[src/rtl/result_display_driver_if.sv]
// Request/status bundle between the calculator datapath and the display driver.
// The master drives a conversion request; the slave reports status and the scanned digit.
interface result_display_driver_if #(
    parameter int IN_WIDTH = 14
);
    logic                load;
    logic [IN_WIDTH-1:0] value;
    logic                negative;
    logic                blank_leading;
    logic                busy;
    logic                overflow;
    logic [3:0]          anode;
    logic [3:0]          digit;
    logic                dp;

    modport master (
        output load, value, negative, blank_leading,
        input  busy, overflow, anode, digit, dp
    );

    modport slave (
        input  load, value, negative, blank_leading,
        output busy, overflow, anode, digit, dp
    );
endinterface

[src/rtl/result_display_driver.sv]
// Sequential double-dabble conversion of a signed result into four display digits,
// plus a free-running 4-digit multiplexed scan of the committed display register.
module result_display_driver #(
    parameter int         IN_WIDTH = 14,
    parameter logic [3:0] DP_MASK  = 4'b0000
) (
    input logic                    refresh_clock,
    input logic                    reset,
    result_display_driver_if.slave bus
);
    localparam logic [1:0] S_IDLE   = 2'd0;
    localparam logic [1:0] S_SHIFT  = 2'd1;
    localparam logic [1:0] S_COMMIT = 2'd2;
    localparam int         CW       = $clog2(IN_WIDTH + 1);

    logic [1:0]          state_q, state_d;
    logic [CW-1:0]       cnt_q, cnt_d;
    logic [IN_WIDTH-1:0] bin_q, bin_d;
    logic [15:0]         bcd_q, bcd_d, bcd_adj;
    logic                neg_q, neg_d;
    logic                ovf_q, ovf_d;
    logic                busy_q, busy_d;
    logic                overflow_q, overflow_d;
    logic [3:0][3:0]     disp_q, disp_d, disp_new;
    logic [1:0]          scan_q, scan_d;
    logic [3:0]          anode_q, anode_d;
    logic [3:0]          digit_q, digit_d;
    logic                dp_q, dp_d;
    logic [31:0]         val_ext;
    logic                leading;

    assign val_ext = 32'(bus.value);

    always_comb begin
        bcd_adj = bcd_q;
        for (int i = 0; i < 4; i++) begin
            if (bcd_q[i*4 +: 4] >= 4'd5) bcd_adj[i*4 +: 4] = bcd_q[i*4 +: 4] + 4'd3;
        end
    end

    // The minus sign is skipped rather than ending the blanking run, so "-57" shows as "- 57".
    always_comb begin
        disp_new = bcd_q;
        leading  = bus.blank_leading;
        if (neg_q) disp_new[3] = 4'd10;
        for (int i = 3; i >= 1; i--) begin
            if (leading && disp_new[i] == 4'd0) disp_new[i] = 4'd15;
            else if (disp_new[i] != 4'd10)      leading     = 1'b0;
        end
        if (ovf_q) disp_new = {4{4'd10}};
    end

    always_comb begin
        state_d    = state_q;
        cnt_d      = cnt_q;
        bin_d      = bin_q;
        bcd_d      = bcd_q;
        neg_d      = neg_q;
        ovf_d      = ovf_q;
        busy_d     = busy_q;
        overflow_d = overflow_q;
        disp_d     = disp_q;
        case (state_q)
            S_IDLE: begin
                if (bus.load) begin
                    bin_d   = bus.value;
                    bcd_d   = '0;
                    cnt_d   = '0;
                    neg_d   = bus.negative && (bus.value != '0);
                    ovf_d   = (val_ext > 32'd9999) || (bus.negative && (val_ext > 32'd999));
                    busy_d  = 1'b1;
                    state_d = S_SHIFT;
                end
            end
            S_SHIFT: begin
                {bcd_d, bin_d} = {bcd_adj, bin_q} << 1;
                cnt_d          = cnt_q + 1'b1;
                if (cnt_q == CW'(IN_WIDTH - 1)) state_d = S_COMMIT;
            end
            S_COMMIT: begin
                disp_d     = disp_new;
                overflow_d = ovf_q;
                busy_d     = 1'b0;
                state_d    = S_IDLE;
            end
            default: state_d = S_IDLE;
        endcase
    end

    // Digit slot reads disp_q before a same-edge commit lands, so slots never tear.
    always_comb begin
        scan_d  = scan_q + 2'd1;
        anode_d = ~(4'b0001 << scan_q);
        digit_d = disp_q[scan_q];
        dp_d    = ~DP_MASK[scan_q];
    end

    always_ff @(posedge refresh_clock) begin
        if (reset) begin
            state_q    <= S_IDLE;
            cnt_q      <= '0;
            bin_q      <= '0;
            bcd_q      <= '0;
            neg_q      <= 1'b0;
            ovf_q      <= 1'b0;
            busy_q     <= 1'b0;
            overflow_q <= 1'b0;
            disp_q     <= '0;
            scan_q     <= 2'd0;
            anode_q    <= 4'b1111;
            digit_q    <= 4'd15;
            dp_q       <= 1'b1;
        end else begin
            state_q    <= state_d;
            cnt_q      <= cnt_d;
            bin_q      <= bin_d;
            bcd_q      <= bcd_d;
            neg_q      <= neg_d;
            ovf_q      <= ovf_d;
            busy_q     <= busy_d;
            overflow_q <= overflow_d;
            disp_q     <= disp_d;
            scan_q     <= scan_d;
            anode_q    <= anode_d;
            digit_q    <= digit_d;
            dp_q       <= dp_d;
        end
    end

    assign bus.busy     = busy_q;
    assign bus.overflow = overflow_q;
    assign bus.anode    = anode_q;
    assign bus.digit    = digit_q;
    assign bus.dp       = dp_q;
endmodule

[src/flat_wrapper.sv]
// flat-port wrapper written by rule: the top's interface ports become plain ports
module result_display_driver_flat 
#(
    parameter int         IN_WIDTH = 14,
    parameter logic [3:0] DP_MASK  = 4'b0000
)
  (refresh_clock, reset, bus_load, bus_value, bus_negative, bus_blank_leading, bus_busy, bus_overflow, bus_anode, bus_digit, bus_dp);
  result_display_driver_if #(.IN_WIDTH(IN_WIDTH)) bus_i ();
  input logic refresh_clock;
  input logic reset;
  input wire logic [$bits(bus_i.load)-1:0] bus_load;
  input wire logic [$bits(bus_i.value)-1:0] bus_value;
  input wire logic [$bits(bus_i.negative)-1:0] bus_negative;
  input wire logic [$bits(bus_i.blank_leading)-1:0] bus_blank_leading;
  output wire logic [$bits(bus_i.busy)-1:0] bus_busy;
  output wire logic [$bits(bus_i.overflow)-1:0] bus_overflow;
  output wire logic [$bits(bus_i.anode)-1:0] bus_anode;
  output wire logic [$bits(bus_i.digit)-1:0] bus_digit;
  output wire logic [$bits(bus_i.dp)-1:0] bus_dp;
  assign bus_i.load = bus_load;
  assign bus_i.value = bus_value;
  assign bus_i.negative = bus_negative;
  assign bus_i.blank_leading = bus_blank_leading;
  assign bus_busy = bus_i.busy;
  assign bus_overflow = bus_i.overflow;
  assign bus_anode = bus_i.anode;
  assign bus_digit = bus_i.digit;
  assign bus_dp = bus_i.dp;
  result_display_driver #(.IN_WIDTH(IN_WIDTH), .DP_MASK(DP_MASK)) u_core (.refresh_clock(refresh_clock), .reset(reset), .bus(bus_i));
endmodule
[config.mk]
export PLATFORM = sky130hd
export DESIGN_NAME = result_display_driver_flat
export DESIGN_NICKNAME = d
export VERILOG_FILES = /design/src/rtl/result_display_driver_if.sv /design/src/rtl/result_display_driver.sv /design/src/flat_wrapper.sv
export SDC_FILE = /design/constraint.sdc
export NUM_CORES = 1
export LEC_CHECK = 0
export ABC_AREA = 1
export CELL_PAD_IN_SITES_DETAIL_PLACEMENT = 1
export CELL_PAD_IN_SITES_GLOBAL_PLACEMENT = 2
export CORE_MARGIN = 2
export CORE_UTILIZATION = 31
export CTS_BUF_LIST = sky130_fd_sc_hd__clkbuf_8
export DETAILED_ROUTE_END_ITERATION = 8
export MAX_ROUTING_LAYER = met4
export PLACE_DENSITY = 0.88
export SETUP_SLACK_MARGIN = 0.1
export SLEW_MARGIN = 15
export SYNTH_ARGS = -nofsm -noshare
export SYNTH_HDL_FRONTEND = slang
export SYNTH_SLANG_ARGS = --single-unit
[constraint.sdc]
create_clock -name refresh_clock -period 1.26 [get_ports refresh_clock]
set_input_delay 0.126 -clock refresh_clock [delete_from_list [all_inputs] [get_ports refresh_clock]]
set_output_delay 0.126 -clock refresh_clock [all_outputs]
set_load 0.005 [all_outputs]
==> metrics.md, run 1 <==
| Metric | Value |
|---|---|
| Outcome | `finished, violations left` |
| Violated checks | `negative setup slack` |
| Slowest cell on the critical path | `dfxtp_4` |
| Setup TNS | `-541.6 ps` |
| Post-route ant nets | `0` |
| Remaining DRCs | `0` |
| Placeable Area | `9819 um^2` |
| Routed len/inst | `18.55 um` |
| Vias per Instance | `5.103` |
| IO Port Bufs | `28` |
| Reg2reg end | `u_core.disp_q[6]` |
| Maximum fanout along the worst path | `4` |
| Commonest non-fill, non-tap cells in the layout | `65 x nand2_1, 56 x buf_4, 49 x dfxtp_1, 26 x a21oi_1, 22 x nand2_2` |
| Layout Skew | `3.759 ps` |
| Worst setup margin | `-66.05 ps` |
| Seq pwr share | `0.407` |
| Ratio of cells with drive above 1 in the final layout | `0.4311` |
| CTS Buf Count | `9` |
| Max-capacitance violation count | `0` |
| Initial antenna violation count | `0` |
| CP required | `1540 ps` |
| WP buf/inv | `1` |
| YS warnings | `0` |
| IO Count | `30` |
| # rows | `36` |
| Clock transition at path regs | `80 ps` |
| Post-layout util | `0.5083` |
| Critical path depth in cells | `8` |
| R2R setup slack | `-70 ps` |
| Final hold vios | `0` |
| Peak supply drop | `512.9 uV` |
| Internal power | `3981 uW` |
| Cell family with most CP delay | `simple AND/OR/NAND/NOR gates` |
| Final period util | `1.052` |
| TritonCTS Sinks | `66` |
| Pleak | `0.001961 uW` |
| Clock root buffer | `clkbuf_8` |
| Number of global-route vias before repair | `3224` |
| Vias | `3271` |
| Post-DP HPWL | `6298 um` |
| Cell Pwr Density | `1097 nW/um^2` |
| DR iter-0 viols | `125` |
| Power Total | `5477 uW` |
| HP Class | `reg2reg` |
| CTS H-tree lvls | `3` |
| Fillers | `1145` |
| Clock group share of total power | `0.413` |
| CP arrival | `1600 ps` |
| Setup violators final | `16` |
| Fmax | `754.1 MHz` |
| Kind of critical path | `reg2reg` |
| Largest net degree at the start of global routing | `29` |
| Final instance area | `4991 um^2` |
| Gpl congestion | `0.8052` |
| Fin nets | `539` |
| Cell count after synthesis | `402` |
| Starting density of the core | `0.3194` |
| CP cell instances | `inv_4, a21oi_4, nand3_2, nand2_2, nand2_2, nand2_1, nand2_1, a21oi_2` |
| Placed Area | `3976 um^2` |
| Clock Latency Late Sink | `350 ps` |
| Clock buffer depth | `2` |
| Yosys cell types | `36` |
| Register area share after synthesis | `0.4212` |
| Switch Pwr | `1496 uW` |
| Synth Cell Area | `3137 um^2` |
| CTS Hold Bufs | `0` |
| RSZ-0062 raised after global routing | `true` |
| CP max stage delay | `400 ps` |
| Die width | `104.6 um` |
| Combinational power share | `0.181` |
| Slew Viols, Final | `0` |
| Cell depth of the worst hold path | `2` |
| First-pass GRT wire length | `15680 um` |
| Die H | `104.6 um` |
| Worst setup EP type | `flip-flop` |
| Net Sw Frac | `0.2731` |
| Hold endpoint | `u_core.bin_q[4]` |
| Gr ovfl total | `0` |
| GRT Total Usage | `0.1825` |
| WL final | `11890 um` |
| Commonest non-fill, non-tap cell in the layout | `nand2_1` |
| Post-Syn Nets | `438` |
| Flops & latches, synth | `66` |
| Area Growth Syn to Fin | `59.11%` |
| Die Footprint | `10940 um^2` |
| Startpoint Class | `flip-flop` |
| CTS tree | `done` |
| Diodes inserted | `0` |
| TritonRoute pass-1 iters | `4` |
| Post-synthesis area per instance | `7.803 um^2` |
| Register-to-Register Path Depth | `8` |
| Hold Startpoint | `u_core.bin_q[4]` |
| DP Worst Slack | `-204.9 ps` |
| Fin crit period | `1326 ps` |
| Worst R2R Start | `u_core.neg_q` |
worst max-delay path by stage:
stage                           start                to  slack (ps)
detailed placement  bus_blank_leading  u_core.disp_q[6]        -200
finish                   u_core.neg_q  u_core.disp_q[6]         -70
global route          u_core.bcd_q[4]  u_core.disp_q[6]        -120
CTS                   u_core.bcd_q[0]   u_core.bcd_q[4]         -20
floorplan             u_core.bcd_q[4]   u_core.bcd_q[5]          80
global placement        bus_value[12]      u_core.ovf_q        -150
metrics by stage:
step | hold WS [ps] | cells
after floorplan | 273.4 | 402
after detailed placement | 456.8 | 592
after CTS | 457.0 | 619
final | 468.6 | 641
after global placement | 450.5 | 592
after global routing | 490.0 | 641
state kept, by name (all words and copies together) (netlist names):
signal	count
u_core.bin_q	14
u_core.state_q	2
u_core.bus.anode	4
u_core.bus.overflow	1
u_core.scan_q	2
u_core.disp_q	16
u_core.bcd_q	16
u_core.bus.busy	1
u_core.cnt_q	4
u_core.neg_q	1
u_core.ovf_q	1
u_core.bus.digit	4
Yosys cell counts (all sizes together):
library cell  instances  area share
nand2                93        0.12
dfxtp                66        0.42
a21oi                40       0.064
inv                  38       0.049
nor2                 30       0.051
o21ai                28       0.045
nand3                22       0.039
ha                   17       0.068
a31oi                11       0.022
o211ai               10       0.024
clkbuf                8      0.0096
buf                   7       0.018
or2                   7       0.014
a22oi                 6       0.014
nand4                 4      0.0080
nand3b                2      0.0048
o32ai                 2      0.0056
a211oi                1      0.0040
a311oi                1      0.0028
clkinv                1      0.0012
conb                  1      0.0012
nor3                  1      0.0016
nor4                  1      0.0020
o2111ai               1      0.0028
o221ai                1      0.0028
o22ai                 1      0.0020
xnor2                 1      0.0028
xor2                  1      0.0028
tightest hold or removal path: stages (launching register included):
cell and delay, ps:
dfxtp_1 310, nand2_1 60, a21oi_1 50
area by class of cell:
type / instances / area [um^2] / share of cell area
Tap cell: 133 / 166.4 / 0.03334
Timing Repair inverter: 3 / 38.79 / 0.007771
Clock buffer: 10 / 137.6 / 0.02758
Multi-Input combinational cell: 284 / 2038 / 0.4084
Timing Repair Buffer: 100 / 905.9 / 0.1815
Inverter: 39 / 225.2 / 0.04512
Clock inverter: 6 / 113.9 / 0.02281
Sequential cell: 66 / 1365 / 0.2735
power by group through the flow:
| stage | Combinational, uW | Sequential [uW] | Clock (uW) |
|---|---|---|---|
| after floorplan | 364 | 2260 | 0 |
| after global placement | 658 | 2270 | 0 |
| after detailed placement | 673 | 2270 | 0 |
| after CTS | 712 | 2220 | 2280 |
| after global routing | 1060 | 2240 | 2370 |
| final | 989 | 2230 | 2260 |
metal layers:
layer / share of wire / track usage / up-vias / wire length [um]
met5: 0 / - / - / 0
met3: 0.023 / 0.03244 / 24 / 275
li1: - / - / 1556 / -
met2: 0.52 / 0.3142 / 59 / 6218
met4: 0.025 / 0.06667 / 0 / 293
met1: 0.43 / 0.2134 / 1632 / 5106
kinds of logic (layout without fill, tap and decap cells):
| logic type | Yosys count | after routing | share of synthesized area |
|---|---|---|---|
| simple gates | 160 | 162 | 0.2373 |
| other cells | 1 | 1 | 0.001196 |
| flops | 66 | 66 | 0.4212 |
| fa+ha+maj | 17 | 17 | 0.06781 |
| xor+xnor | 2 | 2 | 0.005585 |
| compound gates | 102 | 102 | 0.1887 |
| buf+inv | 54 | 158 | 0.07818 |
timing repair:
item / 4_1_cts / 5_1_grt
endpoints found under the setup margin: 57 / 44
buffers inserted: 10 / 18
pin swaps: 21 / 28
endpoints found under the hold margin: 0 / 0
cloned: 1 / 4
gates resized for setup: 71 / 84
Power figures use the tool's default switching activity.
==> run 2: changes to the inputs <==
--- a/config.mk
+++ b/config.mk
@@ -8,12 +8,13 @@
 export ABC_AREA = 1
 export CELL_PAD_IN_SITES_DETAIL_PLACEMENT = 1
 export CELL_PAD_IN_SITES_GLOBAL_PLACEMENT = 2
+export CORE_ASPECT_RATIO = 0.6
 export CORE_MARGIN = 2
 export CORE_UTILIZATION = 31
 export CTS_BUF_LIST = sky130_fd_sc_hd__clkbuf_8
 export DETAILED_ROUTE_END_ITERATION = 8
 export MAX_ROUTING_LAYER = met4
-export PLACE_DENSITY = 0.88
+export PLACE_DENSITY = 0.8
 export SETUP_SLACK_MARGIN = 0.1
 export SLEW_MARGIN = 15
 export SYNTH_ARGS = -nofsm -noshare
==> run 2 against run 1 <==
Compared with the run above: the run still ends with negative setup slack left; cell count rose by 1.4%; clock skew rose by 6.5 ps; non-clock buffer count rose by 7; routed wire length rose by 1.2%; first-iteration DRC count fell by 12%; die area rose by 0.24%; clock power barely moved; worst hold slack got worse by 40 ps; largest power group unchanged; highest routed layer unchanged.
==> metrics.md, run 2 (same netlist as run 1, synthesis figures left out) <==
| Metric | Value |
|---|---|
| Vias | `3264` |
| Peak supply drop | `701.9 uV` |
| Outcome | `finished, violations left` |
| IO Port Bufs | `28` |
| Diodes inserted | `0` |
| Startpoint Class | `flip-flop` |
| CTS H-tree lvls | `3` |
| Power Total | `5696 uW` |
| Gpl congestion | `0.8142` |
| Combinational power share | `0.205` |
| CTS Hold Bufs | `0` |
| Ratio of cells with drive above 1 in the final layout | `0.5126` |
| Starting density of the core | `0.3186` |
| TritonRoute pass-1 iters | `4` |
| Clock group share of total power | `0.402` |
| Fmax | `754.8 MHz` |
| Gr ovfl total | `0` |
| Fin crit period | `1325 ps` |
| Layout Skew | `10.30 ps` |
| Commonest non-fill, non-tap cell in the layout | `buf_4` |
| Net Sw Frac | `0.2908` |
| Largest net degree at the start of global routing | `22` |
| Setup violators final | `16` |
| Kind of critical path | `reg2reg` |
| RSZ-0062 raised after global routing | `true` |
| Die H | `81.92 um` |
| Vias per Instance | `5.022` |
| CTS tree | `done` |
| Cell Pwr Density | `1049 nW/um^2` |
| Clock Latency Late Sink | `370 ps` |
| Placeable Area | `9844 um^2` |
| Remaining DRCs | `0` |
| Final Non-Filler Cells | `650` |
| Slew Viols, Final | `0` |
| First-pass GRT wire length | `18110 um` |
| Initial antenna violation count | `0` |
| TritonCTS Sinks | `66` |
| Post-DP HPWL | `6689 um` |
| Internal power | `4040 uW` |
| Clock root buffer | `clkbuf_8` |
| Pleak | `0.002170 uW` |
| IO Count | `30` |
| GRT Total Usage | `0.2275` |
| # placed instances | `600` |
| Violated checks | `negative setup slack` |
| Area Growth Syn to Fin | `73.12%` |
| Seq pwr share | `0.392` |
| Number of global-route vias before repair | `3280` |
| Hold WS | `429.0 ps` |
| Maximum fanout along the worst path | `5` |
| Fin nets | `546` |
| HP Class | `in2reg` |
| Regs by FF count | `u_core.bcd_q: 16 flops, u_core.disp_q: 16 flops, u_core.bin_q: 14 flops` |
| Max-capacitance violation count | `0` |
| Clock transition at path regs | `80 ps` |
| Die Footprint | `10970 um^2` |
| # rows | `28` |
| Routed len/inst | `18.51 um` |
| DR iter-0 viols | `110` |
| Final period util | `1.051` |
| Commonest non-fill, non-tap cells in the layout | `53 x buf_4, 52 x nand2_1, 51 x dfxtp_1, 26 x a21oi_2, 22 x nand2_2` |
| CP required | `1510 ps` |
| Die width | `133.9 um` |
| Clock buffer depth | `2` |
| Worst setup margin | `-64.85 ps` |
| Switch Pwr | `1656 uW` |
| WL final | `12030 um` |
| CTS Buf Count | `9` |
| Final hold vios | `0` |
| CP arrival | `1580 ps` |
| Post-route ant nets | `0` |
| Worst setup EP type | `flip-flop` |
| Fillers | `1107` |
[run 2: metal layers]
layer,wire [um],vias to the layer above,GRT usage
li1,-,1572,-
met4,138,0,0.05532
met2,5749,50,0.3610
met1,5763,1624,0.2959
met3,379,18,0.05309
met5,0,-,-
[run 2: power groups by stage]
stage | Clock, uW | Combinational (uW) | Sequential (uW)
3_3_place_gp | 0 | 674 | 2260
5_1_grt | 2420 | 1250 | 2250
3_5_place_dp | 0 | 691 | 2270
6_report | 2290 | 1170 | 2240
2_1_floorplan | 0 | 364 | 2260
4_1_cts | 2300 | 1000 | 2220
[run 2: timing repair]
| action | 4_1_cts | 5_1_grt |
|---|---|---|
| pin swaps | 43 | 41 |
| setup endpoints to repair | 52 | 60 |
| resized for setup | 101 | 113 |
| cloned | 8 | 1 |
| buffers inserted | 16 | 12 |
[run 2: per-stage QoR]
step / TNS, ps / utilization / instance area (um^2) / setup WS [ps]
final: -271.6 / 0.5516 / 5430 / -64.85
after global routing: -1780 / 0.5516 / 5430 / -105.9
after CTS: 0 / 0.4991 / 4913 / 3.650
after detailed placement: -3787 / 0.4100 / 4036 / -257.3
after global placement: -2437 / 0.4100 / 4036 / -186.4
after floorplan: 0 / - / 3264 / 77.95
[run 2: cell type report]
class	instances	area, um^2	share of cell area
inverter	39	221.5	0.04078
multi-input combinational	284	2286	0.4210
tap	135	168.9	0.03111
timing repair inverter	3	47.55	0.008756
clock buffer	9	123.9	0.02281
sequential	66	1360	0.2505
timing repair buffer	107	1097	0.2021
clock inverter	7	125.1	0.02304
[run 2: worst paths after layout]
kind	end	cells after the start	from	slack (ps)
max	u_core.bcd_q[5]	7	u_core.bcd_q[4]	-60
min	u_core.bin_q[0]	4	bus_value[0]	430
max reg2reg	u_core.bcd_q[5]	7	u_core.bcd_q[4]	-60
min reg2reg	u_core.bus.busy	2	u_core.bus.busy	460
[run 2: critical path, stage by stage, from the launching register on]
cell and delay (ps):
dfxtp_4 370, buf_6 120, ha_4 150, nor2_4 110, a21oi_4 90, or2_4 240
nand3_2 70, a21oi_1 60
==> run 3: changes to the inputs <==
--- a/config.mk
+++ b/config.mk
@@ -10,11 +10,11 @@
 export CELL_PAD_IN_SITES_GLOBAL_PLACEMENT = 2
 export CORE_ASPECT_RATIO = 0.6
 export CORE_MARGIN = 2
-export CORE_UTILIZATION = 31
+export CORE_UTILIZATION = 35
 export CTS_BUF_LIST = sky130_fd_sc_hd__clkbuf_8
 export DETAILED_ROUTE_END_ITERATION = 8
 export MAX_ROUTING_LAYER = met4
-export PLACE_DENSITY = 0.8
+export PLACE_DENSITY = 0.85
 export SETUP_SLACK_MARGIN = 0.1
 export SLEW_MARGIN = 15
 export SYNTH_ARGS = -nofsm -noshare
==> constraint.sdc (replaced) <==
create_clock -name refresh_clock -period 1.3 [get_ports refresh_clock]
set_input_delay 0.195 -clock refresh_clock [delete_from_list [all_inputs] [get_ports refresh_clock]]
set_output_delay 0.195 -clock refresh_clock [all_outputs]
set_load 0.005 [all_outputs]
==> run 3 against run 2 <==
Compared with the run above: the run still ends with negative setup slack left; total power down 11%; non-clock buffer count down 14; first-iteration DRC count up 57%; clock skew up 0.85 ps.
==> metrics.md, run 3 (same netlist as run 1, synthesis figures left out) <==
| Metric | Value |
|---|---|
| Outcome | `finished, violations left` |
| Violated checks | `negative setup slack` |
| Post-layout util | `0.5753` |
| Worst setup margin | `-41.04 ps` |
| Hold Startpoint | `u_core.bin_q[4]` |
| IO Port Bufs | `28` |
| Diodes inserted | `0` |
| Final Non-Filler Cells | `608` |
| Clock Latency Late Sink | `340 ps` |
| Clock root buffer | `clkbuf_8` |
| Post-DP HPWL | `6518 um` |
| RSZ-0062 raised after global routing | `true` |
| Worst setup EP type | `flip-flop` |
| Die Footprint | `9760 um^2` |
| Vias per Instance | `5.148` |
| Placeable Area | `8621 um^2` |
| CTS H-tree lvls | `3` |
| Clock buffer depth | `2` |
| DP Worst Slack | `-266.9 ps` |
| Clock transition at path regs | `70 ps` |
| Maximum fanout along the worst path | `5` |
| Post-route ant nets | `0` |
| Routed len/inst | `17.60 um` |
| Reg2reg end | `u_core.bcd_q[8]` |
| Pleak | `0.001921 uW` |
| Crit path launch | `u_core.bcd_q[4]` |
| Register-to-Register Path Depth | `6` |
| Kind of critical path | `reg2reg` |
| Setup violators final | `1` |
| Fmax | `745.7 MHz` |
| CP required | `1570 ps` |
| Slew Viols, Final | `0` |
| CTS Buf Count | `9` |
| Layout Skew | `11.16 ps` |
| First-pass GRT wire length | `15760 um` |
| # rows | `26` |
| Hold endpoint | `u_core.bin_q[4]` |
| Commonest non-fill, non-tap cell in the layout | `nand2_1` |
| Vias | `3130` |
| Max-capacitance violation count | `0` |
| Gpl congestion | `0.8075` |
| Final hold vios | `0` |
| Fin nets | `527` |
| CTS tree | `done` |
| CP cell instances | `inv_4, ha_4, a21oi_4, buf_6, o2111ai_4, a21oi_1` |
| Gr ovfl total | `0` |
| Cell Pwr Density | `1022 nW/um^2` |
| Worst R2R Start | `u_core.bcd_q[4]` |
| Ratio of cells with drive above 1 in the final layout | `0.4052` |
| Final period util | `1.032` |
| WL final | `10700 um` |
| Largest net degree at the start of global routing | `29` |
| CP arrival | `1610 ps` |
| Die width | `126.2 um` |
| Peak supply drop | `567.5 uV` |
| # placed instances | `569` |
| TritonCTS Sinks | `66` |
| HP Class | `reg2reg` |
| IO Count | `30` |
| Regs by FF count | `u_core.bcd_q: 16 flops, u_core.disp_q: 16 flops, u_core.bin_q: 14 flops` |
| Initial antenna violation count | `0` |
| Slowest cell on the critical path | `dfxtp_4` |
| DR iter-0 viols | `173` |
| Area Growth Syn to Fin | `58.12%` |
| Number of global-route vias before repair | `3043` |
| Cell depth of the worst hold path | `2` |
| CP max stage delay | `380 ps` |
| Startpoint Class | `flip-flop` |
| Fin crit period | `1341 ps` |
| GRT Total Usage | `0.2108` |
| Starting density of the core | `0.3639` |
| Die H | `77.33 um` |
| Remaining DRCs | `0` |
| R2R setup slack | `-40 ps` |
| Commonest non-fill, non-tap cells in the layout | `77 x nand2_1, 50 x dfxtp_1, 49 x buf_4, 25 x a21oi_1, 22 x inv_1` |
| TritonRoute pass-1 iters | `4` |
| Setup TNS | `-41.04 ps` |
==> run 3: changes by cell type in the layout (fill, tap and decap cells not counted), moves of 8 or more <==
cell / previous run / this run
nand2_2: 22 / 10
nand2_1: 52 / 77
nand2_4: 18 / 5
buf_12: 12 / 4
a21oi_1: 12 / 25
a21oi_2: 26 / 12
==> run 3: worst max path at each step <==
stage | to | slack [ps] | cells after the start
2_1_floorplan | u_core.bin_q[1] | 100 | 8
3_3_place_gp | u_core.disp_q[4] | -190 | 9
3_5_place_dp | u_core.disp_q[4] | -270 | 9
4_1_cts | u_core.bcd_q[8] | 20 | 6
5_1_grt | u_core.bcd_q[8] | -70 | 7
6_report | u_core.bcd_q[8] | -40 | 6
==> run 3: metrics by stage <==
step	power, uW	hold WS (ps)	instance area [um^2]
floorplan	2533	343.2	3197
global placement	2808	455.2	3870
detailed placement	2830	458.7	3870
CTS	4943	471.8	4448
global route	5282	485.5	4960
finish	5067	469.5	4960
==> run 3: metal layers <==
layer | wire, um | track usage
met4 | 119 | 0.04835
met5 | 0 | -
met1 | 5206 | 0.2918
met2 | 4925 | 0.3161
met3 | 451 | 0.04690
==> run 3: power breakdown <==
| group | internal (uW) | switching (uW) |
|---|---|---|
| logic | 406 | 461 |
| registers | 2090 | 61.7 |
| clock network | 1260 | 788 |
==> run 3: critical path: cells and delay by family (launching register included) <==
family          cells  cell delay (ps)
fa+ha+maj           1              170
compound gates      3              510
buf+inv             2              190
flops               1              380
==> run 3: cell type report <==
cell class              instances  area, um^2
clock buffers                   9       123.9
clock inverters                 7       108.9
fillers                      1010        3661
inverters                      39       222.7
multi-input cells             282        2091
flip-flops and latches         66        1361
well taps                     112       140.1
repair buffers                 93       912.1
==> run 3: repair_timing <==
action,CTS,global route
cloned,1,3
pin swaps,24,37
buffers inserted,10,9
gates resized for setup,77,89
endpoints found under the setup margin,56,49
hold buffers,0,0
